===== src/rtl/mem_ctrl.sv =====
// mem_ctrl: shares one byte-wide RAM port between instruction fetch and the MEM
// stage, issuing 1/2/4 little-endian byte accesses and returning assembled data.
module mem_ctrl #(
    parameter int unsigned ADDR_WIDTH = 32
) (
    input  logic                  clk_in,
    input  logic                  rst_in,
    input  logic                  if_req_in,
    input  logic [ADDR_WIDTH-1:0] if_addr_in,
    output logic                  if_done_out,
    output logic [31:0]           if_data_out,
    input  logic                  mem_req_in,
    input  logic                  mem_we_in,
    input  logic [1:0]            mem_len_in,
    input  logic [ADDR_WIDTH-1:0] mem_addr_in,
    input  logic [31:0]           mem_wdata_in,
    output logic                  mem_done_out,
    output logic [31:0]           mem_rdata_out,
    output logic [ADDR_WIDTH-1:0] ram_addr_out,
    output logic                  ram_we_out,
    output logic [7:0]            ram_wdata_out,
    input  logic [7:0]            ram_rdata_in,
    output logic                  if_stall_out,
    output logic                  mem_stall_out
);
    localparam int unsigned DATA_W = 32;
    localparam int unsigned BYTE_W = 8;
    localparam int unsigned CNT_W  = 3;
    localparam int unsigned NBYTES = DATA_W / BYTE_W;

    typedef enum logic [1:0] {IDLE, BUSY, DONE} state_t;

    state_t                  state, state_d;
    logic [CNT_W-1:0]        cnt, cnt_d, cnt_nx;
    logic [CNT_W-1:0]        num, num_d;
    logic                    own_mem, own_mem_d;
    logic                    we, we_d;
    logic [ADDR_WIDTH-1:0]   base, base_d;
    logic [DATA_W-1:0]       wdata, wdata_d;
    logic [DATA_W-1:0]       asm_q, asm_d;

    logic [ADDR_WIDTH-1:0]   ram_addr_d;
    logic                    ram_we_d;
    logic [BYTE_W-1:0]       ram_wdata_d;
    logic                    if_done_d, mem_done_d;
    logic [DATA_W-1:0]       if_data_d, mem_rdata_d;

    function automatic logic [CNT_W-1:0] len_to_num(input logic [1:0] len);
        case (len)
            2'b00:   return CNT_W'(1);
            2'b01:   return CNT_W'(2);
            default: return CNT_W'(4);
        endcase
    endfunction

    // Stall levels drop in the same cycle the done pulse is seen.
    assign if_stall_out  = if_req_in & ~if_done_out;
    assign mem_stall_out = mem_req_in & ~mem_done_out;

    always_ff @(posedge clk_in or negedge rst_in) begin
        if (!rst_in) begin
            state         <= IDLE;
            cnt           <= '0;
            num           <= '0;
            own_mem       <= 1'b0;
            we            <= 1'b0;
            base          <= '0;
            wdata         <= '0;
            asm_q         <= '0;
            ram_addr_out  <= '0;
            ram_we_out    <= 1'b0;
            ram_wdata_out <= '0;
            if_done_out   <= 1'b0;
            mem_done_out  <= 1'b0;
            if_data_out   <= '0;
            mem_rdata_out <= '0;
        end else begin
            state         <= state_d;
            cnt           <= cnt_d;
            num           <= num_d;
            own_mem       <= own_mem_d;
            we            <= we_d;
            base          <= base_d;
            wdata         <= wdata_d;
            asm_q         <= asm_d;
            ram_addr_out  <= ram_addr_d;
            ram_we_out    <= ram_we_d;
            ram_wdata_out <= ram_wdata_d;
            if_done_out   <= if_done_d;
            mem_done_out  <= mem_done_d;
            if_data_out   <= if_data_d;
            mem_rdata_out <= mem_rdata_d;
        end
    end

    // Registered RAM outputs are computed one cycle ahead so address k is
    // presented during the cycle whose counter value is k.
    always_comb begin
        state_d     = state;
        cnt_d       = cnt;
        num_d       = num;
        own_mem_d   = own_mem;
        we_d        = we;
        base_d      = base;
        wdata_d     = wdata;
        asm_d       = asm_q;
        ram_addr_d  = '0;
        ram_we_d    = 1'b0;
        ram_wdata_d = '0;
        if_done_d   = 1'b0;
        mem_done_d  = 1'b0;
        if_data_d   = if_data_out;
        mem_rdata_d = mem_rdata_out;
        cnt_nx      = cnt + CNT_W'(1);

        unique case (state)
            IDLE: begin
                if (mem_req_in || if_req_in) begin
                    own_mem_d   = mem_req_in;
                    we_d        = mem_req_in & mem_we_in;
                    num_d       = mem_req_in ? len_to_num(mem_len_in) : CNT_W'(NBYTES);
                    base_d      = mem_req_in ? mem_addr_in : if_addr_in;
                    wdata_d     = mem_req_in ? mem_wdata_in : '0;
                    cnt_d       = '0;
                    asm_d       = '0;
                    ram_addr_d  = base_d;
                    ram_we_d    = we_d;
                    ram_wdata_d = wdata_d[BYTE_W-1:0];
                    state_d     = BUSY;
                end
            end
            BUSY: begin
                if (we) begin
                    if (cnt == num - CNT_W'(1)) begin
                        state_d    = DONE;
                        if_done_d  = ~own_mem;
                        mem_done_d = own_mem;
                    end else begin
                        cnt_d       = cnt_nx;
                        ram_addr_d  = base + ADDR_WIDTH'(cnt_nx);
                        ram_we_d    = 1'b1;
                        ram_wdata_d = BYTE_W'(wdata >> {cnt_nx[1:0], 3'b000});
                    end
                end else begin
                    // Byte k-1 returns while the counter reads k.
                    for (int b = 0; b < int'(NBYTES); b++) begin
                        if (cnt == CNT_W'(b + 1)) begin
                            asm_d[b*BYTE_W +: BYTE_W] = ram_rdata_in;
                        end
                    end
                    if (cnt == num) begin
                        state_d = DONE;
                        if (own_mem) begin
                            mem_done_d  = 1'b1;
                            mem_rdata_d = asm_d;
                        end else begin
                            if_done_d = 1'b1;
                            if_data_d = asm_d;
                        end
                    end else begin
                        cnt_d = cnt_nx;
                        if (cnt_nx < num) begin
                            ram_addr_d = base + ADDR_WIDTH'(cnt_nx);
                        end
                    end
                end
            end
            DONE: begin
                state_d = IDLE;
            end
            default: begin
                state_d = IDLE;
            end
        endcase
    end

endmodule


===== config.mk =====
export PLATFORM = sky130hd
export DESIGN_NAME = mem_ctrl
export DESIGN_NICKNAME = d
export VERILOG_FILES = /design/src/rtl/mem_ctrl.sv
export SDC_FILE = /design/constraint.sdc
export NUM_CORES = 1
export LEC_CHECK = 0
export ABC_CLOCK_PERIOD_IN_PS = 5850
export CAP_MARGIN = 25
export CORE_ASPECT_RATIO = 0.75
export CORE_MARGIN = 2
export CORE_UTILIZATION = 54
export DETAILED_ROUTE_END_ITERATION = 8
export PLACE_DENSITY = 0.86
export SYNTH_ARGS = -nofsm -noshare
export SYNTH_HDL_FRONTEND = slang
export SYNTH_SLANG_ARGS = --single-unit

===== constraint.sdc =====
create_clock -name clk_in -period 5.85 [get_ports clk_in]
set_clock_uncertainty 0.1 [all_clocks]
set_input_delay 0.8775 -clock clk_in [delete_from_list [all_inputs] [get_ports clk_in]]
set_output_delay 0.8775 -clock clk_in [all_outputs]
set_load 0.1 [all_outputs]

=== After elaboration in Yosys (flattened, before gate mapping) ===
Cells that the tools add are included.

* Register bits after elaboration: 213
* Bits in latches: 0
* RAM bits: 0
* ROM bits: 0
* Input bits: 111
* Output and inout bits: 109
* Logic and storage cells: 96
* Memories: 0

* Add/subtract/negate cells: 3
* $mul: 0
* Div/mod/pow operators: 0
* Order comparisons: 1
* Eq/ne operators: 14
* Shift-type cells: 1
* Muxes and demuxes: 45
* Bitwise gates (word level): 7
* Reduce and logical (&&, ||, !) cells: 10

{| class="wikitable"
|+ Operators by type and width
! operator !! count
|-
| $mux W32 || 9
|-
| $pmux W32 S2 || 2
|-
| $mux W8 || 7
|-
| $add A32 B3 Y32 || 1
|-
| $shr A32 B5 Y8 || 1
|-
| $pmux W8 S2 || 1
|-
| $mux W3 || 5
|-
| $mux W1 || 13
|-
| $ne A3 B3 Y1 const B || 4
|-
| $pmux W3 S2 || 2
|-
| $reduce_and A4 Y1 || 3
|-
| $mux W2 || 4
|-
| $eq A3 B2 Y1 const B || 2
|-
| $eq A3 B3 Y1 || 2
|-
| $reduce_and A3 Y1 || 2
|-
| $eq A2 B1 Y1 const B || 2
|-
| $logic_not A2 Y1 || 2
|-
| $ne A2 B2 Y1 const B || 2
|-
| $not A1 Y1 || 4
|-
| $pmux W2 S2 || 1
|-
| $add A3 B1 Y3 const B || 1
|-
| $and A1 B1 Y1 || 3
|-
| $eq A3 B1 Y1 const B || 1
|-
| $eq A3 B3 Y1 const B || 1
|-
| other kinds (6) || 6
|}

=== Logic depth before layout (Yosys ltp) ===
Gate-level depths: netlist of the first run.

* Depth after elaboration: 6
* Gate-level depth with buffers: 11
* Gate-level depth less buffers: 9

=== Worst setup path before layout of the first run ===
Ideal clock, no wire load.

* Path kind: input-to-output
* From: input mem_req_in
* To: output mem_stall_out
* Data arrival time: 3.052 ns
* Required time: 4.873 ns
* Path slack: 1.820 ns
* Stages on the path: 3
* Buffers on the path: 2
* Path through: clkbuf_1 -> buf_1 -> nor2b_1

* Word-level cells in the longest chain between the ends: 1

{| class="wikitable"
|+ Ends and longest elaborated chain
! what !! line !! source
|-
| start, declared || 12 || <nowiki>input logic mem_req_in,</nowiki>
|-
| $and A1 B1 Y1 || 58 || <nowiki>assign mem_stall_out = mem_req_in & ~mem_done_out;</nowiki>
|-
| end, declared || 24 || <nowiki>output logic mem_stall_out</nowiki>
|}

No other way between the ends.

=== Worst setup path after layout of the first run ===
* From: input if_req_in
* To: output if_stall_out

* Word-level cells in the longest chain between the ends: 1

{| class="wikitable"
|+ Ends and longest elaborated chain
! what !! line !! source
|-
| start, declared || 8 || <nowiki>input logic if_req_in,</nowiki>
|-
| $and A1 B1 Y1 || 57 || <nowiki>assign if_stall_out = if_req_in & ~if_done_out;</nowiki>
|-
| end, declared || 23 || <nowiki>output logic if_stall_out,</nowiki>
|}

No other way between the ends.

==> results of run 1 <==
==> placed cells by master (no fill, tap or decap), types with 2 or more instances in the layout <==
master	instances
a21oi_1	66
nand4_1	14
xor2_1	26
mux4_2	8
clkbuf_1	6
o21ai_0	44
and2_1	2
o21ai_1	4
buf_4	10
clkbuf_8	4
inv_1	26
nor2_4	2
clkbuf_16	21
mux2i_1	64
o22ai_1	32
nor2_1	75
clkinv_2	3
nand2_1	75
nor4_1	3
clkdlybuf4s50_1	217
nand3_1	13
nor2b_1	5
xnor2_1	7
dfrtp_1	213
nor3_1	6
a22o_1	56
or4_1	2
ha_1	12
and3_1	3
==> layout make-up <==
type,count,share of cell area
flip-flops and latches,213,0.434
clock buffers,31,0.0491
clock inverters,6,0.00571
well taps,215,0.0219
multi-input cells,544,0.296
repair buffers,229,0.185
inverters,27,0.00826
==> per-layer routing <==
| layer | track usage | wire length (um) | vias to the layer above |
|---|---|---|---|
| met1 | 0.361 | 10200 | 3507 |
| met2 | 0.404 | 10700 | 273 |
| met4 | 0.0596 | 430 | 0 |
| met3 | 0.0608 | 1590 | 32 |
| li1 | - | - | 3368 |
| met5 | 0 | 0 | - |
==> tightest hold or removal path: stages, from the launching register on <==
cell and delay [ps]:
dfrtp_1 340, nand2_1 50, nand2_1 60
==> cell families (layout without fill, tap and decap cells) <==
kind of cell             count (synthesis)  count (layout)  synth area share
AO/OA/AOI/OAI                          213             213             0.145
flip-flops                             213             213             0.574
AND/OR/NAND/NOR                        211             211             0.103
buffers and inverters                   79             293            0.0362
multiplexers                            73              73            0.0895
XOR/XNOR                                34              34            0.0335
adder cells (fa/ha/maj)                 13              13            0.0183
==> worst paths after layout <==
kind / slack (ps) / startpoint / cells past startpoint / end
worst max register to register: 2330 / cnt[0] / 8 / ram_addr_out[26]
worst max-delay path: 2170 / if_req_in / 3 / if_stall_out
min in group asynchronous: 410 / rst_in / 1 / mem_rdata_out[21]
worst min-delay path: 370 / wdata[5] / 2 / wdata[5]
worst min register to register: 370 / wdata[5] / 2 / wdata[5]
max in group asynchronous: 4130 / rst_in / 2 / ram_addr_out[20]
==> through the flow <==
stage,util,area [um^2],setup WS [ps],instances
2_1_floorplan,-,9290,1820,836
3_3_place_gp,0.690,11600,2180,1228
3_5_place_dp,0.690,11600,2170,1228
4_1_cts,0.730,12300,2170,1265
5_1_grt,0.730,12300,2010,1265
6_report,0.730,12300,2170,1265
==> sequential cells by signal (all words and copies together) (netlist names) <==
| name | cells |
|---|---|
| mem_done_out | 1 |
| mem_rdata_out | 32 |
| we | 1 |
| state | 2 |
| own_mem | 1 |
| ram_we_out | 1 |
| if_done_out | 1 |
| base | 32 |
| ram_addr_out | 32 |
| num | 3 |
| wdata | 32 |
| ram_wdata_out | 8 |
| asm_q | 32 |
| if_data_out | 32 |
| cnt | 3 |
==> impl_metrics.env, run 1 <==
export IMPL_worstPathCellList="clkdlybuf4s50_1 -> nor2b_1 -> clkdlybuf4s50_1"
export IMPL_fmax_ghz=0.272
export IMPL_syn_num_nets=960
export IMPL_path_delay_family="buffers and inverters"
export IMPL_core_area_um2=16800
export IMPL_slowest_stage="clkdlybuf4s50_1"
export IMPL_cts_root_buf="clkbuf_16"
export IMPL_hold_buffers=0
export IMPL_cts_tree="built"
export IMPL_ioPinCount=220
export IMPL_cpMostUsedCell="clkdlybuf4s50_1"
export IMPL_grt_pass1_wl_um=37600
export IMPL_place_gp_congestion=0.822
export IMPL_critPathMaxFanout=3
export IMPL_firstDrtPassIters=8
export IMPL_hold_slack_ps=374
export IMPL_startpoint_type="input port"
export IMPL_cts_sinks=213
export IMPL_avgRoutedWirePerCell_um=18.1
export IMPL_maxCapViolations=0
export IMPL_syn_avg_cell_area_um2=11.1
export IMPL_yosys_warnings=0
export IMPL_multi_input_area_um2=3640
export IMPL_wl_um=22900
export IMPL_cts_resized_gates=0
export IMPL_rsz0062_at_grt="no"
export IMPL_die_w_um=155
export IMPL_worstPathRequired_ps=4870
export IMPL_post_dp_hpwl_um=16000
export IMPL_ys_flop_type="dfrtp_1"
export IMPL_clock_latency_ps=490
export IMPL_ys_ff_latch=213
export IMPL_cp_slowest_stage_delay_ps=1140
export IMPL_synth_area_leaders="dfrtp_1 57%, mux2i_1 6.9%, a22o_1 5.3%, a21oi_1 3.6%, nand2_1 3.0%"
export IMPL_first_iter_violations=559
export IMPL_rows=41
export IMPL_worstSetupEndpointType="primary output"
export IMPL_postCtsSetupBuffers=0
export IMPL_slew_headroom=0.286
export IMPL_tns_ps=0
export IMPL_ys_types=52
export IMPL_grt_pass1_vias=7235
export IMPL_die_area_um2=18300
export IMPL_cts_buffers=21
export IMPL_grt_ovfl_total=0
export IMPL_seq_area_um2=5330
export IMPL_clk_path_buf_depth=3
export IMPL_drv_slew=0
export IMPL_path_clk_slew_ps=60
export IMPL_period_minus_slack_ps=3680
export IMPL_vias=7180
export IMPL_fin_crit_sh=0.629
export IMPL_setup_violations=0
export IMPL_netlist_instances=836
export IMPL_post_synth_top_count_cell="dfrtp_1"
export IMPL_synth_top_area_frac=0.574
export IMPL_grt_util_all_layers=0.255
export IMPL_final_hold_viol_count=0
export IMPL_initial_core_util=0.552
export IMPL_yosys_top_cells_count="213 x dfrtp_1, 75 x nand2_1, 75 x nor2_1"
export IMPL_n_fill_cell=1194
export IMPL_ant_nets=0
export IMPL_area_delta_synth_final_pct=32.1
export IMPL_io_buffers=219
export IMPL_synth_top_cell_by_area="dfrtp_1"
export IMPL_worstSetupPathType="input port to primary output"
export IMPL_worstMarginPinSlew_ps=1070
export IMPL_min_path_type="register to register"
export IMPL_cp_arrival_ps=2700
export IMPL_antenna_found_initial=0
export IMPL_nNetsFinal=1160
export IMPL_antenna_cells=0
export IMPL_via_per_inst=5.68
export IMPL_yosysSeqAreaShare=0.574
export IMPL_synth_area_um2=9290
export IMPL_grt_max_degree=134
export IMPL_cts_max_level=1
export IMPL_drive_above_1_share=0.0581
export IMPL_synthArstFlopShare=1.00
export IMPL_status="complete, no violations"
export IMPL_worst_path_buf_inv=2
export IMPL_synth_edff_count=0
export IMPL_fp_dieH_um=118
export IMPL_drc=0
Power of run 1 is not shown: default switching activity piles up to over one toggle a cycle in this logic, so the estimate is an artifact.
==> inputs of run 2 (changes only) <==
==> config.mk (replaced) <==
export PLATFORM = sky130hd
export DESIGN_NAME = mem_ctrl
export DESIGN_NICKNAME = d
export VERILOG_FILES = /design/src/rtl/mem_ctrl.sv
export SDC_FILE = /design/constraint.sdc
export NUM_CORES = 1
export LEC_CHECK = 0
export ABC_CLOCK_PERIOD_IN_PS = 3600
export CAP_MARGIN = 25
export CORE_ASPECT_RATIO = 0.75
export CORE_MARGIN = 2
export CORE_UTILIZATION = 50
export DETAILED_ROUTE_END_ITERATION = 8
export PLACE_DENSITY = 0.8
export SYNTH_ARGS = -nofsm -noshare
export SYNTH_HDL_FRONTEND = slang
export SYNTH_SLANG_ARGS = --single-unit
==> constraint.sdc (replaced) <==
create_clock -name clk_in -period 3.6 [get_ports clk_in]
set_clock_uncertainty 0.1 [all_clocks]
set_input_delay 0.54 -clock clk_in [delete_from_list [all_inputs] [get_ports clk_in]]
set_output_delay 0.54 -clock clk_in [all_outputs]
set_load 0.1 [all_outputs]
==> run 2 against run 1 <==
Non-clock buffer count rose by 6. Sequential cell count stayed put. Worst hold slack worse by 110 ps. Critical path depth grew 7. Register-to-register slack got worse by 1700 ps. Via count shrank 0.18%. Worst setup slack worse by 1600 ps. Design area grew 1.1%. First-iteration DRC count increased by 5.5%. Die area rose by 7.8%.
==> impl_metrics.env, run 2 (same netlist as run 1, synthesis figures left out) <==
export IMPL_grt_pass1_vias=7075
export IMPL_grt_util_all_layers=0.239
export IMPL_layout_commonest_cell="clkdlybuf4s50_1"
export IMPL_mostFrequentLayoutCells="215 x clkdlybuf4s50_1, 213 x dfrtp_1, 75 x nor2_1, 75 x nand2_1, 66 x a21oi_1"
export IMPL_core_area_um2=18300
export IMPL_tns_ps=0
export IMPL_final_hold_viol_count=0
export IMPL_initial_core_util=0.506
export IMPL_cts_root_buf="clkbuf_16"
export IMPL_grt_ovfl_total=0
export IMPL_min_path_type="input port to register"
export IMPL_grt_pass1_wl_um=37400
export IMPL_wl_um=23500
export IMPL_ioPinCount=220
export IMPL_nNetsFinal=1166
export IMPL_clock_latency_ps=510
export IMPL_worstSetupPathType="register to register"
export IMPL_worstMarginPinSlew_ps=1070
export IMPL_dp_cells=1264
export IMPL_die_area_um2=19700
export IMPL_post_dp_hpwl_um=16000
export IMPL_path_clk_slew_ps=60
export IMPL_maxCapViolations=0
export IMPL_setup_violations=0
export IMPL_avgRoutedWirePerCell_um=18.1
export IMPL_n_fill_cell=1439
export IMPL_status="complete, no violations"
export IMPL_ant_nets=0
export IMPL_period_minus_slack_ps=3000
export IMPL_critPathMaxFanout=13
export IMPL_first_iter_violations=590
export IMPL_fp_dieH_um=122
export IMPL_place_gp_congestion=0.822
export IMPL_grt_max_degree=110
export IMPL_cts_tree="built"
export IMPL_slew_headroom=0.286
export IMPL_cts_max_level=1
export IMPL_rsz0062_at_grt="no"
export IMPL_worstPathRequired_ps=3840
export IMPL_antenna_cells=0
export IMPL_postCtsSetupBuffers=0
export IMPL_fmax_ghz=0.333
export IMPL_cp_arrival_ps=3240
export IMPL_area_delta_synth_final_pct=33.6
export IMPL_fin_crit_sh=0.834
export IMPL_vias=7167
export IMPL_cts_buffers=21
export IMPL_cts_sinks=213
export IMPL_startpoint_type="register"
export IMPL_startpoint="cnt[0]"
export IMPL_drv_slew=0
export IMPL_firstDrtPassIters=5
export IMPL_drc=0
export IMPL_worstSetupEndpointType="register"
export IMPL_via_per_inst=5.51
export IMPL_r2r_start="cnt[0]"
export IMPL_rows=43
export IMPL_cts_resized_gates=0
export IMPL_stdcell_count=1300
export IMPL_min_from="mem_req_in"
export IMPL_io_buffers=219
export IMPL_die_w_um=161
export IMPL_drive_above_1_share=0.0636
export IMPL_antenna_found_initial=0
export IMPL_hold_buffers=1
export IMPL_clk_path_buf_depth=3
[run 2: worst max-delay path, cell delays in order, from the launching register on]
cell and delay (ps):
dfrtp_1 350, buf_4 250, inv_1 130, ha_1 400
ha_1 330, a211oi_1 80, nor3b_1 500, buf_4 280
nand4_1 120, xnor2_1 180, o22ai_1 110
[run 2: area by class of cell]
| type | count | area [um^2] | share of cell area |
|---|---|---|---|
| inverters | 27 | 101 | 0.00816 |
| well taps | 247 | 309 | 0.0249 |
| multi-input cells | 544 | 3640 | 0.293 |
| clock inverters | 7 | 116 | 0.00937 |
| repair buffers | 235 | 2350 | 0.190 |
| flip-flops and latches | 213 | 5330 | 0.429 |
| clock buffers | 27 | 568 | 0.0458 |
[run 2: routing by layer]
metal	wire length [um]	share of wire	GRT usage	up-vias
li1	-	-	-	3379
met1	10900	0.46	0.352	3510
met2	10600	0.45	0.372	252
met3	1720	0.073	0.0511	26
met4	345	0.015	0.0407	0
met5	0	0	0	-
[run 2: stage by stage]
stage	utilization	instance area (um^2)	setup slack (ps)	hold slack, ps
detailed placement	0.637	11700	716	360
global placement	0.637	11700	791	357
CTS	0.675	12400	647	247
finish	0.677	12400	599	266
global route	0.677	12400	445	301
floorplan	-	9290	245	144
[run 2: final timing paths]
kind / end / slack (ps) / cells past startpoint
worst max-delay path: ram_addr_out[29] / 600 / 10
worst min-delay path: own_mem / 270 / 3
worst max register to register: ram_addr_out[29] / 600 / 10
worst min register to register: wdata[2] / 380 / 2
max in group asynchronous: ram_wdata_out[6] / 1990 / 3
min in group asynchronous: asm_q[30] / 540 / 2
Power of run 2 is left out for the same reason.
==> inputs of run 3 (changes only) <==
--- a/config.mk
+++ b/config.mk
@@ -5,7 +5,7 @@
 export SDC_FILE = /design/constraint.sdc
 export NUM_CORES = 1
 export LEC_CHECK = 0
-export ABC_CLOCK_PERIOD_IN_PS = 3600
+export ABC_CLOCK_PERIOD_IN_PS = 2800
 export CAP_MARGIN = 25
 export CORE_ASPECT_RATIO = 0.75
 export CORE_MARGIN = 2
==> constraint.sdc (replaced) <==
create_clock -name clk_in -period 2.8 [get_ports clk_in]
set_clock_uncertainty 0.1 [all_clocks]
set_input_delay 0.42 -clock clk_in [delete_from_list [all_inputs] [get_ports clk_in]]
set_output_delay 0.42 -clock clk_in [all_outputs]
set_load 0.1 [all_outputs]
==> run 3 against run 2 <==
Via count grew 0.64%. Design area fell by 1.3%. Count of clock-buffer cells in the layout rose by 4. Sequential cell count stayed put. Non-clock buffer count up 10. Global-route usage decreased by 0.48 points. Critical path type unchanged. Largest cell class unchanged. Highest routed layer unchanged.
==> impl_metrics.env, run 3 (same netlist as run 1, synthesis figures left out) <==
export IMPL_final_hold_viol_count=0
export IMPL_firstDrtPassIters=5
export IMPL_period_minus_slack_ps=2690
export IMPL_worstSetupPathType="register to register"
export IMPL_grt_max_degree=82
export IMPL_avgRoutedWirePerCell_um=17.5
export IMPL_fp_dieH_um=122
export IMPL_met2_usage=0.365
export IMPL_cts_root_buf="clkbuf_16"
export IMPL_vias=7213
export IMPL_layout_commonest_cell="dfrtp_1"
export IMPL_nNetsFinal=1176
export IMPL_fmax_ghz=0.372
export IMPL_post_dp_hpwl_um=16200
export IMPL_grt_pass1_wl_um=36900
export IMPL_clk_path_buf_depth=3
export IMPL_via_per_inst=5.50
export IMPL_n_fill_cell=1420
export IMPL_grt_met1_usage=0.348
export IMPL_grtUsageMet3=0.0415
export IMPL_min_path_type="input port to register"
export IMPL_grt_pass1_vias=7085
export IMPL_rsz0062_at_grt="no"
export IMPL_initial_core_util=0.506
export IMPL_worstSetupEndpointType="register"
export IMPL_busiest_layer="met2"
export IMPL_antenna_cells=0
export IMPL_maxCapViolations=0
export IMPL_drive_above_1_share=0.179
export IMPL_worstMarginPinSlew_ps=740
export IMPL_antenna_found_initial=0
export IMPL_die_area_um2=19700
export IMPL_drc=0
export IMPL_cts_buffers=21
export IMPL_setup_violations=0
export IMPL_clock_latency_ps=500
export IMPL_place_gp_congestion=0.859
export IMPL_multi_input_area_um2=3650
export IMPL_ant_nets=0
export IMPL_ioPinCount=220
export IMPL_drv_slew=0
export IMPL_status="complete, no violations"
export IMPL_area_delta_synth_final_pct=31.9
export IMPL_io_buffers=219
export IMPL_rows=43
export IMPL_fin_crit_sh=0.960
export IMPL_startpoint_type="register"
export IMPL_core_area_um2=18300
export IMPL_tns_ps=0
export IMPL_die_w_um=161
export IMPL_cts_max_level=1
export IMPL_first_iter_violations=458
export IMPL_grt_util_all_layers=0.234
export IMPL_wl_um=23000
export IMPL_mostFrequentLayoutCells="213 x dfrtp_1, 129 x buf_4, 108 x clkdlybuf4s50_1"
export IMPL_seq_area_um2=5330
export IMPL_cts_sinks=213
export IMPL_path_clk_slew_ps=70
export IMPL_worstPathRequired_ps=3060
export IMPL_cp_arrival_ps=2950
export IMPL_critPathMaxFanout=3
export IMPL_grt_ovfl_total=0
export IMPL_slew_headroom=0.502
export IMPL_cts_tree="built"
## run 3: changes by cell type in the layout (fill, tap and decap cells not counted), moves of 2 or more
cell	change
buf_12	+3
clkdlybuf4s50_1	-107
clkbuf_8	+6
buf_4	+115
bufinv_16	-2
## run 3: worst max-delay path, cell delays in order, from the launching register on
cell and delay, ps:
dfrtp_1 400, ha_1 200, ha_1 320, inv_2 70, ha_4 260, o211ai_1 100, or2_2 310, or4_1 530
xor2_1 170, o22ai_2 90
## run 3: worst paths after layout
path	end	from	depth (start not counted)	slack, ps
worst max-delay path	ram_addr_out[27]	cnt[0]	9	110
worst min-delay path	num[0]	mem_req_in	3	210
worst max register to register	ram_addr_out[27]	cnt[0]	9	110
worst min register to register	wdata[5]	wdata[5]	2	370
max in group asynchronous	asm_q[28]	rst_in	3	1480
min in group asynchronous	wdata[8]	rst_in	2	400
## run 3: timing repair
item                       4_1_cts  5_1_grt
resized for setup                0        3
hold buffers                     1        0
buffers inserted                 0        1
setup endpoints to repair        0        8
hold endpoints to repair        68        0
## run 3: area by class of cell
| type | count | share of cell area |
|---|---|---|
| clock buffers | 31 | 0.0517 |
| clock inverters | 4 | 0.00419 |
| inverters | 27 | 0.00827 |
| multi-input cells | 544 | 0.298 |
| flip-flops and latches | 213 | 0.435 |
| well taps | 247 | 0.0252 |
| repair buffers | 245 | 0.178 |
## run 3: layer usage
metal | share of wire | vias to the layer above
met2 | 0.46 | 250
met3 | 0.062 | 28
met1 | 0.46 | 3549
li1 | - | 3386
met4 | 0.014 | 0
met5 | 0 | -
## run 3: per-stage QoR
step / cell area, um^2 / util / std cells / setup slack (ps) / hold WS (ps)
detailed placement: 11500 / 0.629 / 1274 / 50.4 / 365
global route: 12300 / 0.668 / 1311 / 0.727 / 219
finish: 12300 / 0.668 / 1311 / 111 / 207
CTS: 12200 / 0.667 / 1310 / 22.1 / 181
floorplan: 9300 / - / 836 / 48.6 / 24.4
global placement: 11500 / 0.629 / 1274 / 143 / 356
Power of run 3 is left out for the same reason.
